## src/rtl/muldiv_unit.sv

```systemverilog
// Iterative multiply/divide unit with architectural HI/LO registers.
// MULT/MULTU use shift-add, DIV/DIVU use restoring division; each runs WIDTH steps plus one sign-fix cycle.
module muldiv_unit #(
    parameter int WIDTH = 32,
    parameter int CNT_W = 5
) (
    input  logic             clk,
    input  logic             resetN,
    input  logic             start,
    input  logic [5:0]       operation,
    input  logic [WIDTH-1:0] a,
    input  logic [WIDTH-1:0] b,
    output logic             busy,
    output logic             done,
    output logic [WIDTH-1:0] hi,
    output logic [WIDTH-1:0] lo,
    output logic             divByZero
);

    localparam logic [5:0] OP_MULT  = 6'b011000;
    localparam logic [5:0] OP_MULTU = 6'b011001;
    localparam logic [5:0] OP_DIV   = 6'b011010;
    localparam logic [5:0] OP_DIVU  = 6'b011011;
    localparam logic [5:0] OP_MTHI  = 6'b010001;
    localparam logic [5:0] OP_MTLO  = 6'b010011;

    typedef enum logic [1:0] {IDLE, MUL, DIV, FIX} state_t;

    state_t             state;
    logic [CNT_W-1:0]   counter;
    logic               negProd;
    logic               negQuo;
    logic               negRem;
    logic               opIsDiv;

    logic [WIDTH-1:0]   mcand;
    logic [WIDTH-1:0]   mplier;
    logic [2*WIDTH-1:0] acc;
    logic [WIDTH-1:0]   divisor;
    logic [WIDTH-1:0]   quo;
    logic [WIDTH-1:0]   rem;

    logic               isMulOp;
    logic               isDivOp;
    logic               isSignedOp;
    logic [WIDTH:0]     mulSum;
    logic [WIDTH:0]     divShift;
    logic [WIDTH:0]     divTrial;

    function automatic logic [WIDTH-1:0] magnitude(input logic signed [WIDTH-1:0] v);
        return v[WIDTH-1] ? WIDTH'(-v) : v;
    endfunction

    function automatic logic [WIDTH-1:0] fixSign(input logic neg, input logic signed [WIDTH-1:0] v);
        return neg ? WIDTH'(-v) : v;
    endfunction

    function automatic logic [2*WIDTH-1:0] fixSignWide(input logic neg,
                                                       input logic signed [2*WIDTH-1:0] v);
        return neg ? (2*WIDTH)'(-v) : v;
    endfunction

    assign isMulOp    = (operation == OP_MULT) || (operation == OP_MULTU);
    assign isDivOp    = (operation == OP_DIV)  || (operation == OP_DIVU);
    assign isSignedOp = (operation == OP_MULT) || (operation == OP_DIV);

    // One extra bit catches the carry out of the upper-half add before the right shift.
    assign mulSum   = {1'b0, acc[2*WIDTH-1:WIDTH]} + {1'b0, (mplier[0] ? mcand : {WIDTH{1'b0}})};
    assign divShift = {rem, quo[WIDTH-1]};
    assign divTrial = divShift - {1'b0, divisor};

    always_ff @(posedge clk or negedge resetN) begin
        if (!resetN) begin
            state     <= IDLE;
            counter   <= '0;
            busy      <= 1'b0;
            done      <= 1'b0;
            hi        <= '0;
            lo        <= '0;
            divByZero <= 1'b0;
            negProd   <= 1'b0;
            negQuo    <= 1'b0;
            negRem    <= 1'b0;
            opIsDiv   <= 1'b0;
        end else begin
            done <= 1'b0;
            case (state)
                IDLE: begin
                    if (start) begin
                        case (operation)
                            OP_MTHI: begin
                                hi        <= a;
                                divByZero <= 1'b0;
                            end
                            OP_MTLO: begin
                                lo        <= a;
                                divByZero <= 1'b0;
                            end
                            OP_MULT, OP_MULTU: begin
                                divByZero <= 1'b0;
                                negProd   <= isSignedOp & (a[WIDTH-1] ^ b[WIDTH-1]);
                                opIsDiv   <= 1'b0;
                                counter   <= CNT_W'(WIDTH - 1);
                                busy      <= 1'b1;
                                state     <= MUL;
                            end
                            OP_DIV, OP_DIVU: begin
                                if (b == '0) begin
                                    divByZero <= 1'b1;
                                    hi        <= a;
                                    lo        <= '1;
                                    done      <= 1'b1;
                                end else begin
                                    divByZero <= 1'b0;
                                    negQuo    <= isSignedOp & (a[WIDTH-1] ^ b[WIDTH-1]);
                                    negRem    <= isSignedOp & a[WIDTH-1];
                                    opIsDiv   <= 1'b1;
                                    counter   <= CNT_W'(WIDTH - 1);
                                    busy      <= 1'b1;
                                    state     <= DIV;
                                end
                            end
                            default: ;
                        endcase
                    end
                end
                MUL, DIV: begin
                    if (counter == '0) begin
                        state <= FIX;
                    end else begin
                        counter <= counter - 1'b1;
                    end
                end
                FIX: begin
                    if (opIsDiv) begin
                        hi <= fixSign(negRem, rem);
                        lo <= fixSign(negQuo, quo);
                    end else begin
                        {hi, lo} <= fixSignWide(negProd, acc);
                    end
                    done  <= 1'b1;
                    busy  <= 1'b0;
                    state <= IDLE;
                end
                default: state <= IDLE;
            endcase
        end
    end

    // Datapath registers: only meaningful while busy, so they carry no reset.
    always_ff @(posedge clk) begin
        if (state == IDLE && start && isMulOp) begin
            mcand  <= isSignedOp ? magnitude(a) : a;
            mplier <= isSignedOp ? magnitude(b) : b;
            acc    <= '0;
        end else if (state == IDLE && start && isDivOp) begin
            quo     <= isSignedOp ? magnitude(a) : a;
            divisor <= isSignedOp ? magnitude(b) : b;
            rem     <= '0;
        end else if (state == MUL) begin
            acc    <= {mulSum, acc[WIDTH-1:1]};
            mplier <= mplier >> 1;
        end else if (state == DIV) begin
            if (!divTrial[WIDTH]) begin
                rem <= divTrial[WIDTH-1:0];
                quo <= {quo[WIDTH-2:0], 1'b1};
            end else begin
                rem <= divShift[WIDTH-1:0];
                quo <= {quo[WIDTH-2:0], 1'b0};
            end
        end
    end

endmodule

```

## config.mk

```make
export PLATFORM = sky130hd
export DESIGN_NAME = muldiv_unit
export DESIGN_NICKNAME = d
export VERILOG_FILES = /design/src/rtl/muldiv_unit.sv
export SDC_FILE = /design/constraint.sdc
export NUM_CORES = 1
export LEC_CHECK = 0
export CAP_MARGIN = 20
export CORE_ASPECT_RATIO = 1.2
export CORE_MARGIN = 3
export CORE_UTILIZATION = 32
export CTS_CLUSTER_SIZE = 10
export DETAILED_ROUTE_END_ITERATION = 6
export GPL_TIMING_DRIVEN = 0
export PLACE_DENSITY = 0.52
export SLEW_MARGIN = 0
export SYNTH_ARGS = -nofsm -noshare
export SYNTH_HDL_FRONTEND = slang
export SYNTH_SLANG_ARGS = --single-unit
```

## constraint.sdc

```tcl
create_clock -name clk -period 5.7 [get_ports clk]
set_input_delay 0.855 -clock clk [delete_from_list [all_inputs] [get_ports clk]]
set_output_delay 0.855 -clock clk [all_outputs]
set_load 0.02 [all_outputs]
```

# Word-level counts from Yosys, hierarchy flattened
# Index checks and enable logic that the tools add are counted.
[totals]
register_bits = 302
latch_bits = 0
ramBits = 0
romBits = 0
inputBits = 73
out_inout_bits = 67
word_cells = 131
memories = 0
[classes]
addsub = 8
n_mul = 0
div_mod_pow = 0
n_lt_le_gt_ge = 0
eq_ne = 20
shift = 0
mux = 48
n_bitwise = 6
n_reduce_logical = 32
[op_table]
columns = ["cell", "count"]
rows = [
  ["32-bit two-way mux", 22],
  ["32-bit one-hot mux with 2 select lines", 4],
  ["32-bit negator", 4],
  ["64-bit two-way mux", 1],
  ["64-bit negator", 1],
  ["6-bit by 5-bit equality test with 1-bit output, second input constant", 6],
  ["32-bit by 32-bit adder with 33-bit output", 1],
  ["33-bit by 32-bit subtractor with 33-bit output", 1],
  ["32-bit logical NOT", 1],
  ["4-bit AND reduction", 6],
  ["5-bit one-hot mux with 2 select lines", 2],
  ["5-bit two-way mux", 3],
  ["2-bit != test, second input constant", 6],
  ["2-bit nonzero test", 6],
  ["1-bit one-hot mux with 2 select lines", 5],
  ["3-bit by 1-bit != test with 1-bit output, second input constant", 3],
  ["3-bit AND reduction", 3],
  ["1-bit two-way mux", 6],
  ["2-bit two-way mux", 3],
  ["3-bit != test, second input constant", 2],
  ["2-bit one-hot mux with 3 select lines", 1],
  ["2-bit AND reduction", 3],
  ["2-bit OR reduction", 3],
  ["5-bit logical NOT", 1],
  ["12 further kinds", 20],
]

# Longest topological paths before layout
# Gate-level depths: netlist of run 1.
[depth]
word_depth = 5
ltp_mapped = 14
ltp_nobuf = 12

# Worst setup path after synthesis of run 1
# Ideal clock, no wire load.
[synth_timing]
path_kind = "input-to-reg"
startpoint = "input port operation[2]"
endpoint = "register quo[0], enable pin"
setup_ns = 0.507
t_arrival_ns = 4.871
required_ns = 5.193
setup_slack_ns = 0.322
path_stages = 6
n_path_buf = 1
cell_sequence = "nor3b_1 nand2_1 nor2_1 nand2_1 clkbuf_1 a21oi_1"
[synth_between]
elab_chain_cells = 5
[synth_rtl]
columns = ["item", "line_no", "source"]
rows = [
  ["start, declared", "10", "input logic [5:0] operation,"],
  ["6-bit by 5-bit equality test with 1-bit output (on tied branches)", "64, 63", ""],
  ["1-bit logical OR (on tied branches)", "64, 63", ""],
  ["1-bit logical AND (on tied branches)", "156, 152", ""],
  ["2-bit != test (no source line), or another cell as far along", "-", ""],
  ["3-bit AND reduction (no source line) *", "-", ""],
  ["end signal, assigned", "157", "quo <= isSignedOp ? magnitude(a) : a;"],
  ["end signal, assigned", "166", "quo <= {quo[WIDTH-2:0], 1'b1};"],
  ["end signal, assigned", "169", "quo <= {quo[WIDTH-2:0], 1'b0};"],
  ["end, declared", "40", "logic [WIDTH-1:0] quo;"],
]
# Every way passes the cells marked *; elsewhere a longest branch is shown, timed or not.
# A chain may end at the register's enable or synchronous reset.

# Final worst setup path of run 1
[layout_timing]
startpoint = "input port b[0]"
endpoint = "register lo[0]"
[layout_between]
elab_chain_cells = 3
[layout_rtl]
columns = ["item", "line_no", "source"]
rows = [
  ["start, declared", "12", "input logic [WIDTH-1:0] b,"],
  ["32-bit logical NOT", "108", "if (b == '0) begin"],
  ["3-bit != test (no source line)", "-", ""],
  ["4-bit AND reduction (no source line)", "-", ""],
  ["end signal, assigned", "137", "lo <= fixSign(negQuo, quo);"],
  ["end signal, assigned", "139", "{hi, lo} <= fixSignWide(negProd, acc);"],
  ["end, declared", "16", "output logic [WIDTH-1:0] lo,"],
]
# Every way passes these cells.

==> results.json, run 1 <==
{
  "wire_per_inst_um": 22.9,
  "drive_gt1_share_pct": 3.93,
  "multiInputGateArea_um2": 11400,
  "grt_use_met3_pct": 3.49,
  "clk_pin_slew_worst_paths_ns": 0.06,
  "use_met2_pct": 37.9,
  "vias": 18100,
  "drtIter0Drc": 1425,
  "fin_tns_setup_ns": 0,
  "cp-end-kind": "flop",
  "dpl.cell_count": 3264,
  "postCtsSetupBuffers": 0,
  "rows": 100,
  "reg2reg_slack_ns": 1.31,
  "cp_max_fo": 10,
  "period_share_pct": 83.4,
  "cap_viol_max_count": 0,
  "slew_viol_final": 0,
  "grt_pass1_vias": 17800,
  "root_buffer": "clkbuf_16",
  "cts_buffer_depth": 3,
  "coreArea_um2": 62200,
  "totalWireLength_um": 76400,
  "place_ws_ns": 0.357,
  "synth_cells": 2304,
  "drc": 0,
  "cts-resized-gates": 0,
  "dieWidth_um": 235,
  "status": "finished, final reports clean",
  "top_usage_layer": "met2",
  "holdBufCountCts": 0,
  "r2r-start": "rem[4]",
  "grt_use_total_pct": 22.5,
  "cts_tree": "built",
  "slew_headroom_pct": 28.7,
  "finClkSkew_ns": 0.0279,
  "yosys_warnings": 0,
  "tightest_slew_ns": 1.06,
  "cp.arrival_ns": 5.25,
  "cts.sink_count": 302,
  "dr.pass1.iters": 5,
  "regArea_um2": 8040,
  "htreeDepth": 2,
  "powerDensity_nw_per_um2": 534,
  "syn_avg_cell_area_um2": 8.76,
  "stdcell_count": 3337,
  "rsz0062_at_grt": "no",
  "grt_overflow_total": 0,
  "r2r_end": "rem[28]",
  "ios": 140,
  "grt_max_degree": 54,
  "fill_cells": 6334,
  "p_leak_nw": 9.19,
  "ir_worst_vdd_mv": 0.224,
  "nets": 2640,
  "hold_viol": 0,
  "worst_setup_path_start_kind": "primary input",
  "path_class": "in2reg",
  "syn_to_final_growth_pct": 18.6,
  "reg2reg_depth": 12,
  "yosysSeqAreaShare_pct": 39.8,
  "synth_edf_count": 160,
  "syn-cell-area_um2": 20200,
  "avgViaCountPerCell": 5.42,
  "clock_latency_ns": 0.58,
  "dp_hpwl_um": 60500,
  "portBuffers": 138,
  "cts_buffers": 39,
  "syn_nets": 2455,
  "antenna_found_initial": 1,
  "async_flop_share_pct": 25.8,
  "required_ns": 6.20,
  "timing.fmax_ghz": 0.210,
  "grt_pass1_wl_um": 113000,
  "place.gp.congestion": 0.955,
  "grtUsageMet1_pct": 27.8,
  "synth_ff_type": "edfxtp_1",
  "layout_setup_ws_ns": 0.944,
  "setup_viol": 0,
  "final_antenna_net_count": 0,
  "min_period_ns": 4.76,
  "min_path_type": "in2async",
  "timing.hold.ws_ns": 0.213,
  "synth_seq_cells": 302,
  "dieArea_um2": 66100,
  "synthDistinctLibCells": 77,
  "start_util_pct": 32.5,
  "dieHeight_um": 281
}
## power breakdown
group          switching (mW)  internal (mW)  total, mW
clock                    1.01           1.39       2.40
combinational            3.80           2.49       6.29
sequential              0.846           3.24       4.09
## flip-flops by register name (all words and copies together), names as in the netlist
signal     flops
acc           64
busy           1
counter        5
divByZero      1
divisor       32
done           1
hi            32
lo            32
mcand         32
mplier        32
negProd        1
negQuo         1
negRem         1
opIsDiv        1
quo           32
rem           32
state          2
## cell usage in the layout, fill, tap and decap left out, drive strengths merged, types with 48 or more instances in the layout
cell           Yosys  final
o31ai             48     48
dfxtp             64     64
clkdlybuf4s50      0    137
a21oi            155    155
xnor2            117    117
ha                76     76
nor2             230    230
dfrtp             78     78
nand2            350    350
mux2i            103    103
o21ai            159    159
inv               72     72
xor2             114    114
edfxtp           160    160
clkbuf            95    159
## synth_stat cells (24+ instances only)
cell      number  area share (%)
o22ai_1       24            0.74
or3_1         30            0.93
nor3_1        30            0.74
ha_1          76             4.7
a21o_1        31             1.2
and2_1        45             1.4
nor2_1       230             4.3
mux2i_1      103             5.1
dfrtp_1       78             9.7
edfxtp_1     160              24
nand2_1      350             6.5
clkbuf_1      92             1.7
o31ai_1       47             1.7
xor2_1       114             4.9
o21ai_0      150             3.7
nor4_1        30            0.93
nand3_1       34            0.84
dfxtp_1       64             6.3
xnor2_1      117             5.1
inv_1         72             1.3
a21oi_1      155             3.8
## through the flow
stage / cell area, um2 / power, mW / utilization (%)
floorplan: 20200 / 8.01 / -
global placement: 22600 / 10.2 / 36.3
detailed placement: 22700 / 10.3 / 36.6
CTS: 23900 / 12.8 / 38.5
global route: 23900 / 13.6 / 38.5
finish: 23900 / 12.8 / 38.5
## layer usage
| layer | up-vias | share of wire (%) |
|---|---|---|
| met5 | - | 0 |
| met4 | 0 | 5.4 |
| met3 | 155 | 5.9 |
| met2 | 637 | 47 |
| met1 | 8698 | 42 |
| li1 | 8587 | - |
## cell type report
cell class | instances | area share (%)
Multi-Input combinational cell | 1812 | 47.6
Sequential cell | 302 | 33.6
Timing Repair Buffer | 144 | 6.29
Clock buffer | 64 | 4.86
Tap cell | 816 | 4.27
Buffer | 118 | 2.09
Inverter | 72 | 1.13
Clock inverter | 7 | 0.152
Antenna cell | 2 | 0.0209
## worst max path at each step
stage / startpoint / endpoint / slack (ns) / cells after the start
6_report: b[0] / lo[0] / 0.94 / 13
4_1_cts: b[0] / lo[0] / 0.95 / 13
5_1_grt: b[0] / lo[7] / 0.63 / 13
3_5_place_dp: b[0] / lo[0] / 0.36 / 13
3_3_place_gp: operation[4] / quo[2] / -2.61 / 7
2_1_floorplan: operation[2] / quo[0] / 0.32 / 6
## cells by family (layout without fill, tap and decap cells)
group / after synthesis / after routing / share of synthesized area (%)
compound gates: 541 / 541 / 16.7
xor+xnor: 231 / 231 / 10.0
fa+ha+maj: 78 / 78 / 4.91
buf+inv: 190 / 405 / 3.80
flops: 302 / 302 / 39.8
mux: 105 / 105 / 5.22
other cells: 0 / 2 / 0
simple gates: 857 / 857 / 19.6
## worst max-delay path, cell delays in order
cell,delay (ns)
clkdlybuf4s50_1,0.49
inv_1,0.15
ha_1,0.21
nor4b_1,0.53
nand3b_1,0.39
nor4_1,0.83
nand3_1,0.16
nand2_1,0.11
nand3_1,0.09
nand2_1,0.24
clkbuf_1,0.50
o311ai_0,0.51
nand2_1,0.18
No activity file was read; power rests on OpenSTA's default activity.
==> run 2: changes to the inputs <==
- PLACE_DENSITY: 0.52 -> 0.53
- clock period: 5.7 -> 3.8 ns (I/O delays scaled with it)
==> run 2 against run 1 <==
Net effect:
- hold slack improved by 0.25 ns
- largest cell class unchanged
- global-route usage about the same
- sequential cell count unchanged
- sequential power up 50%
- final area increased by 1.3%
- highest routed layer unchanged
==> results.json, run 2 (synthesized netlist as in run 1, its figures left out) <==
{
  "fin_area_um2": 24200,
  "totalWireLength_um": 76700,
  "ios": 140,
  "switching_share_pct": 44.0,
  "clkPwrFrac_pct": 19.7,
  "grt_overflow_total": 0,
  "dieHeight_um": 281,
  "final_antenna_net_count": 0,
  "place_ws_ns": -1.28,
  "clk_pin_slew_worst_paths_ns": 0.05,
  "root_buffer": "clkbuf_16",
  "largest_reg_flops": 64,
  "syn_to_final_growth_pct": 20.1,
  "cts_tree": "built",
  "cp_max_fo": 8,
  "drtIter0Drc": 1370,
  "reg2reg_slack_ns": 0.11,
  "top_register": "acc",
  "min_from": "lo[26]",
  "rows": 100,
  "p_int_mw": 11.0,
  "holdPathStages": 2,
  "grt_max_degree": 56,
  "cts.sink_count": 302,
  "dpl_cell_area_um2": 22700,
  "seq_power_share_pct": 31.3,
  "worst_setup_path_start_kind": "flop",
  "dieWidth_um": 235,
  "grt_pass1_wl_um": 113000,
  "cp-end-kind": "flop",
  "p_comb_share_pct": 49.0,
  "period_share_pct": 97.2,
  "r2r-start": "acc[16]",
  "p_leak_nw": 9.34,
  "dieArea_um2": 66100,
  "cap_viol_max_count": 0,
  "drc": 0,
  "vias": 18300,
  "slew_headroom_pct": 31.0,
  "clock_latency_ns": 0.58,
  "final_cell_mix": "nand2_1 (350), nor2_1 (229), edfxtp_1 (160), o21ai_0 (148), a21oi_1 (147)",
  "tightest_slew_ns": 1.03,
  "grt_pass1_vias": 17900,
  "setup_viol": 0,
  "wire_per_inst_um": 22.9,
  "final_common_cell": "nand2_1",
  "cts_buffers": 41,
  "stdcell_count": 3345,
  "dpl.cell_count": 3264,
  "timing.fmax_ghz": 0.271,
  "grt_use_total_pct": 22.5,
  "p_total_mw": 19.6,
  "dp_hpwl_um": 60400,
  "nets": 2646,
  "required_ns": 4.28,
  "slew_viol_final": 0,
  "path_class": "reg2reg",
  "start_util_pct": 32.5,
  "powerDensity_nw_per_um2": 808,
  "coreArea_um2": 62200,
  "fill_cells": 6261,
  "drive_gt1_share_pct": 5.46,
  "slowest_stage": "nor4_2",
  "cts_buffer_depth": 3,
  "r2r_end": "hi[16]",
  "hold_viol": 0,
  "p_switching_mw": 8.61,
  "min_path_type": "reg2reg",
  "avgViaCountPerCell": 5.47,
  "cp_slowest_stage_delay_ns": 0.62,
  "worstHoldEndpoint": "lo[26]",
  "htreeDepth": 2,
  "cp.arrival_ns": 4.17,
  "rsz0062_at_grt": "no",
  "ir_worst_vdd_mv": 0.359,
  "portBuffers": 138,
  "antenna_found_initial": 1,
  "place.gp.congestion": 0.974,
  "layout_setup_ws_ns": 0.107,
  "reg2reg_depth": 10,
  "min_period_ns": 3.69,
  "path_cells": "clkbuf_1 > nor4_2 > nand4_1 > nor3_2 > nand4_1 > o31ai_1 > xor2_1 > mux2i_1 > mux2i_1 > o21ai_0",
  "status": "finished, final reports clean",
  "finClkSkew_ns": 0.0369,
  "dr.pass1.iters": 6
}
-- run 2: changes by cell type in the layout (fill, tap and decap cells not counted), moves of 4 or more --
cell      previous run  this run
clkbuf_2             1         9
buf_4                3        10
clkbuf_1           109        95
a21oi_1            153       147
clkbuf_8             6        10
a21oi_2              0         5
-- run 2: timing repair --
action                     CTS  global route
hold endpoints to repair    23             0
pin swaps                    0             2
hold buffers                 1             0
resized for setup           15            24
setup endpoints to repair  159           104
buffers inserted             0             5
-- run 2: power groups by stage --
stage	combinational, mW	clock (mW)	sequential, mW
after floorplan	5.89	0	6.11
after global placement	9.17	0	6.17
after detailed placement	9.38	0	6.16
after CTS	9.47	3.91	6.11
after global routing	10.5	4.04	6.27
final	9.60	3.85	6.13
-- run 2: metrics by stage --
| step | TNS, ns | hold WS [ns] | utilization [%] |
|---|---|---|---|
| after floorplan | 0 | 0.274 | - |
| after global placement | -412.37 | 0.457 | 36.3 |
| after detailed placement | -152.51 | 0.455 | 36.6 |
| after CTS | 0 | 0.455 | 38.8 |
| after global routing | 0 | 0.490 | 39.0 |
| final | 0 | 0.466 | 39.0 |
-- run 2: layer usage --
metal / global-route usage, % / part of all wire (%) / vias to the layer above / wire length [um]
met2: 37.8 / 47 / 657 / 35900
li1: - / - / 8594 / -
met4: 11.9 / 5.7 / 0 / 4390
met5: 0 / 0 / - / 0
met1: 28.1 / 42 / 8865 / 31900
met3: 3.37 / 5.8 / 187 / 4430
-- run 2: cell type report --
type / count / area (um2) / area share, %
buffer: 116 / 514 / 2.12
multi-input combinational: 1812 / 11500 / 47.5
timing repair buffer: 150 / 1550 / 6.41
tap: 816 / 1020 / 4.21
antenna: 1 / 2.50 / 0.0103
clock buffer: 66 / 1250 / 5.17
inverter: 72 / 270 / 1.11
sequential: 302 / 8040 / 33.2
clock inverter: 10 / 85.1 / 0.351
-- run 2: worst max path at each step --
stage                       startpoint          to  slack (ns)  depth (start not counted)
after global routing         mplier[0]     acc[62]        0.01                         12
after detailed placement          b[0]       lo[0]       -1.28                         13
final                          acc[16]      hi[16]        0.11                         10
after global placement    operation[4]  mplier[29]       -1.76                          9
after CTS                     state[0]     acc[52]        0.03                         10
after floorplan               state[0]   mplier[0]        0.15                         10
-- run 2: worst max-delay path, delay by kind of cell, from the launching register on --
kind | cells | cell delay, ns
muxes | 2 | 0.60
buffers and inverters | 1 | 0.23
DFF | 1 | 0.29
xor gates and xnor gates | 1 | 0.20
and+or+nand+nor | 4 | 1.67
AOI/OAI and AO/OA | 2 | 0.61
==> run 3: changes to the inputs <==
- CORE_MARGIN: 3 -> 1
==> run 3 against run 2 <==
Net effect:
- combinational power is essentially flat
- sequential share of layout area is 0.11 points higher
- register-to-register slack improved by 0.02 ns
- non-clock buffer count grew 1
- core utilization is 0.13 points lower
- hold slack improved by 0.0028 ns
- final area down 0.33%
- fmax grew 0.62%
- sequential power barely moved
- cell count barely moved
- clock power down 3%
- die area shrank 3.1%
- largest power group unchanged
==> results.json, run 3 (synthesized netlist as in run 1, its figures left out) <==
{
  "place.gp.congestion": 1.01,
  "p_total_mw": 19.5,
  "min_path_type": "in2async",
  "grt_pass1_vias": 17700,
  "dieHeight_um": 277,
  "cts_buffer_depth": 3,
  "drive_gt1_share_pct": 5.22,
  "fill_cells": 6279,
  "vias": 18200,
  "grt_overflow_total": 0,
  "r2r_end": "lo[31]",
  "final_antenna_net_count": 0,
  "nets": 2646,
  "grt_max_degree": 56,
  "cts.sink_count": 302,
  "dr.pass1.iters": 5,
  "path_class": "reg2reg",
  "slowest_stage": "o31ai_1",
  "rows": 100,
  "syn_to_final_growth_pct": 19.7,
  "grt_pass1_wl_um": 113000,
  "slew_viol_final": 0,
  "dieWidth_um": 231,
  "required_ns": 4.31,
  "cts_buffers": 40,
  "worst_setup_path_start_kind": "flop",
  "min_period_ns": 3.67,
  "tightest_slew_ns": 1.04,
  "path_cells": "or3_1 > nor4_1 > nand4_1 > o31ai_1 > xnor2_1 > nand2_1 > o21ai_0 > a211oi_1 > a21o_1",
  "cap_viol_max_count": 0,
  "final_common_cell": "nand2_1",
  "cp-end-kind": "flop",
  "period_share_pct": 96.6,
  "totalWireLength_um": 76900,
  "root_buffer": "clkbuf_16",
  "top_register": "acc",
  "fin_area_um2": 24200,
  "drtIter0Drc": 1540,
  "dieArea_um2": 64100,
  "ir_worst_vdd_mv": 0.311,
  "start_util_pct": 32.5,
  "stdcell_count": 3343,
  "avgViaCountPerCell": 5.45,
  "portBuffers": 138,
  "clk_pin_slew_worst_paths_ns": 0.06,
  "finClkSkew_ns": 0.0338,
  "hold_viol": 0,
  "clock_latency_ns": 0.58,
  "ios": 140,
  "reg2reg_slack_ns": 0.13,
  "largest_reg_flops": 64,
  "slew_headroom_pct": 31.0,
  "drc": 0,
  "cp_slowest_stage_delay_ns": 0.61,
  "wire_per_inst_um": 23.0,
  "antenna_found_initial": 0,
  "powerDensity_nw_per_um2": 807,
  "htreeDepth": 2,
  "r2r-start": "quo[8]",
  "coreArea_um2": 62200,
  "reg2reg_depth": 9,
  "status": "finished, final reports clean",
  "dpl_cell_area_um2": 22700,
  "num_antenna_cells": 0,
  "dp_hpwl_um": 60500,
  "cp.arrival_ns": 4.18,
  "setup_viol": 0,
  "timing.fmax_ghz": 0.272,
  "cp_max_fo": 5,
  "grt_use_total_pct": 23.7,
  "dpl.cell_count": 3264,
  "cts_tree": "built",
  "p_leak_nw": 9.31,
  "final_cell_mix": "nand2_1 (350), nor2_1 (229), edfxtp_1 (160), a21oi_1 (148), o21ai_0 (147)"
}
==> run 3: changes by cell type in the layout (fill, tap and decap cells not counted), moves of 2 or more <==
cell        previous run  this run
buf_4                 10         8
buf_6                  4         6
clkbuf_1              95        98
clkbuf_16             43        41
clkbuf_8              10         8
clkinvlp_4             3         0
==> run 3: what timing repair did <==
action                     4_1_cts  5_1_grt
pin swaps                        0        2
hold endpoints to repair        23        0
setup buffers                    0        5
hold buffers                     1        0
setup endpoints to repair      148      127
resized for setup               14       26
==> run 3: layout make-up <==
class                      count  area (um2)  share of cell area (%)
multi-input combinational   1812       11500                    47.5
sequential                   302        8040                    33.3
timing repair buffer         150        1550                    6.43
clock buffer                  64        1180                    4.89
tap                          816        1020                    4.23
buffer                       117         526                    2.17
inverter                      72         270                    1.12
clock inverter                10        85.1                   0.352
==> run 3: worst max path at each step <==
stage,to,startpoint,slack (ns)
detailed placement,lo[0],b[0],-1.18
floorplan,mplier[0],state[0],0.15
finish,lo[31],quo[8],0.13
CTS,lo[0],b[0],0.04
global placement,mplier[29],operation[4],-1.71
global route,rem[6],rem[22],-0.003
==> run 3: routing by layer <==
metal,GRT usage [%],vias up,part of all wire [%]
met1,30.3,8840,42
met3,3.02,134,5.6
li1,-,8593,-
met5,0,-,0
met2,39.6,646,47
met4,10.3,0,4.6
==> run 3: worst max-delay path, delay by kind of cell (launching register included) <==
family | cells | cell delay, ns
and+or+nand+nor | 4 | 1.49
xor gates and xnor gates | 1 | 0.16
AOI/OAI and AO/OA | 4 | 1.46
DFF | 1 | 0.50
==> run 3: report_power, final <==
group | switching [mW] | internal, mW | total (mW)
combinational | 5.79 | 3.81 | 9.59
sequential | 1.30 | 4.86 | 6.16
clock | 1.55 | 2.20 | 3.75
==> run 3: through the flow <==
stage / utilization, % / TNS (ns) / worst slack (ns) / hold WS [ns]
5_1_grt: 38.9 / -0.00771 / -0.00283 / 0.497
2_1_floorplan: - / 0 / 0.147 / 0.274
3_3_place_gp: 36.3 / -392.89 / -1.71 / 0.457
3_5_place_dp: 36.6 / -135.35 / -1.18 / 0.463
4_1_cts: 38.7 / 0 / 0.0383 / 0.449
6_report: 38.9 / 0 / 0.130 / 0.469
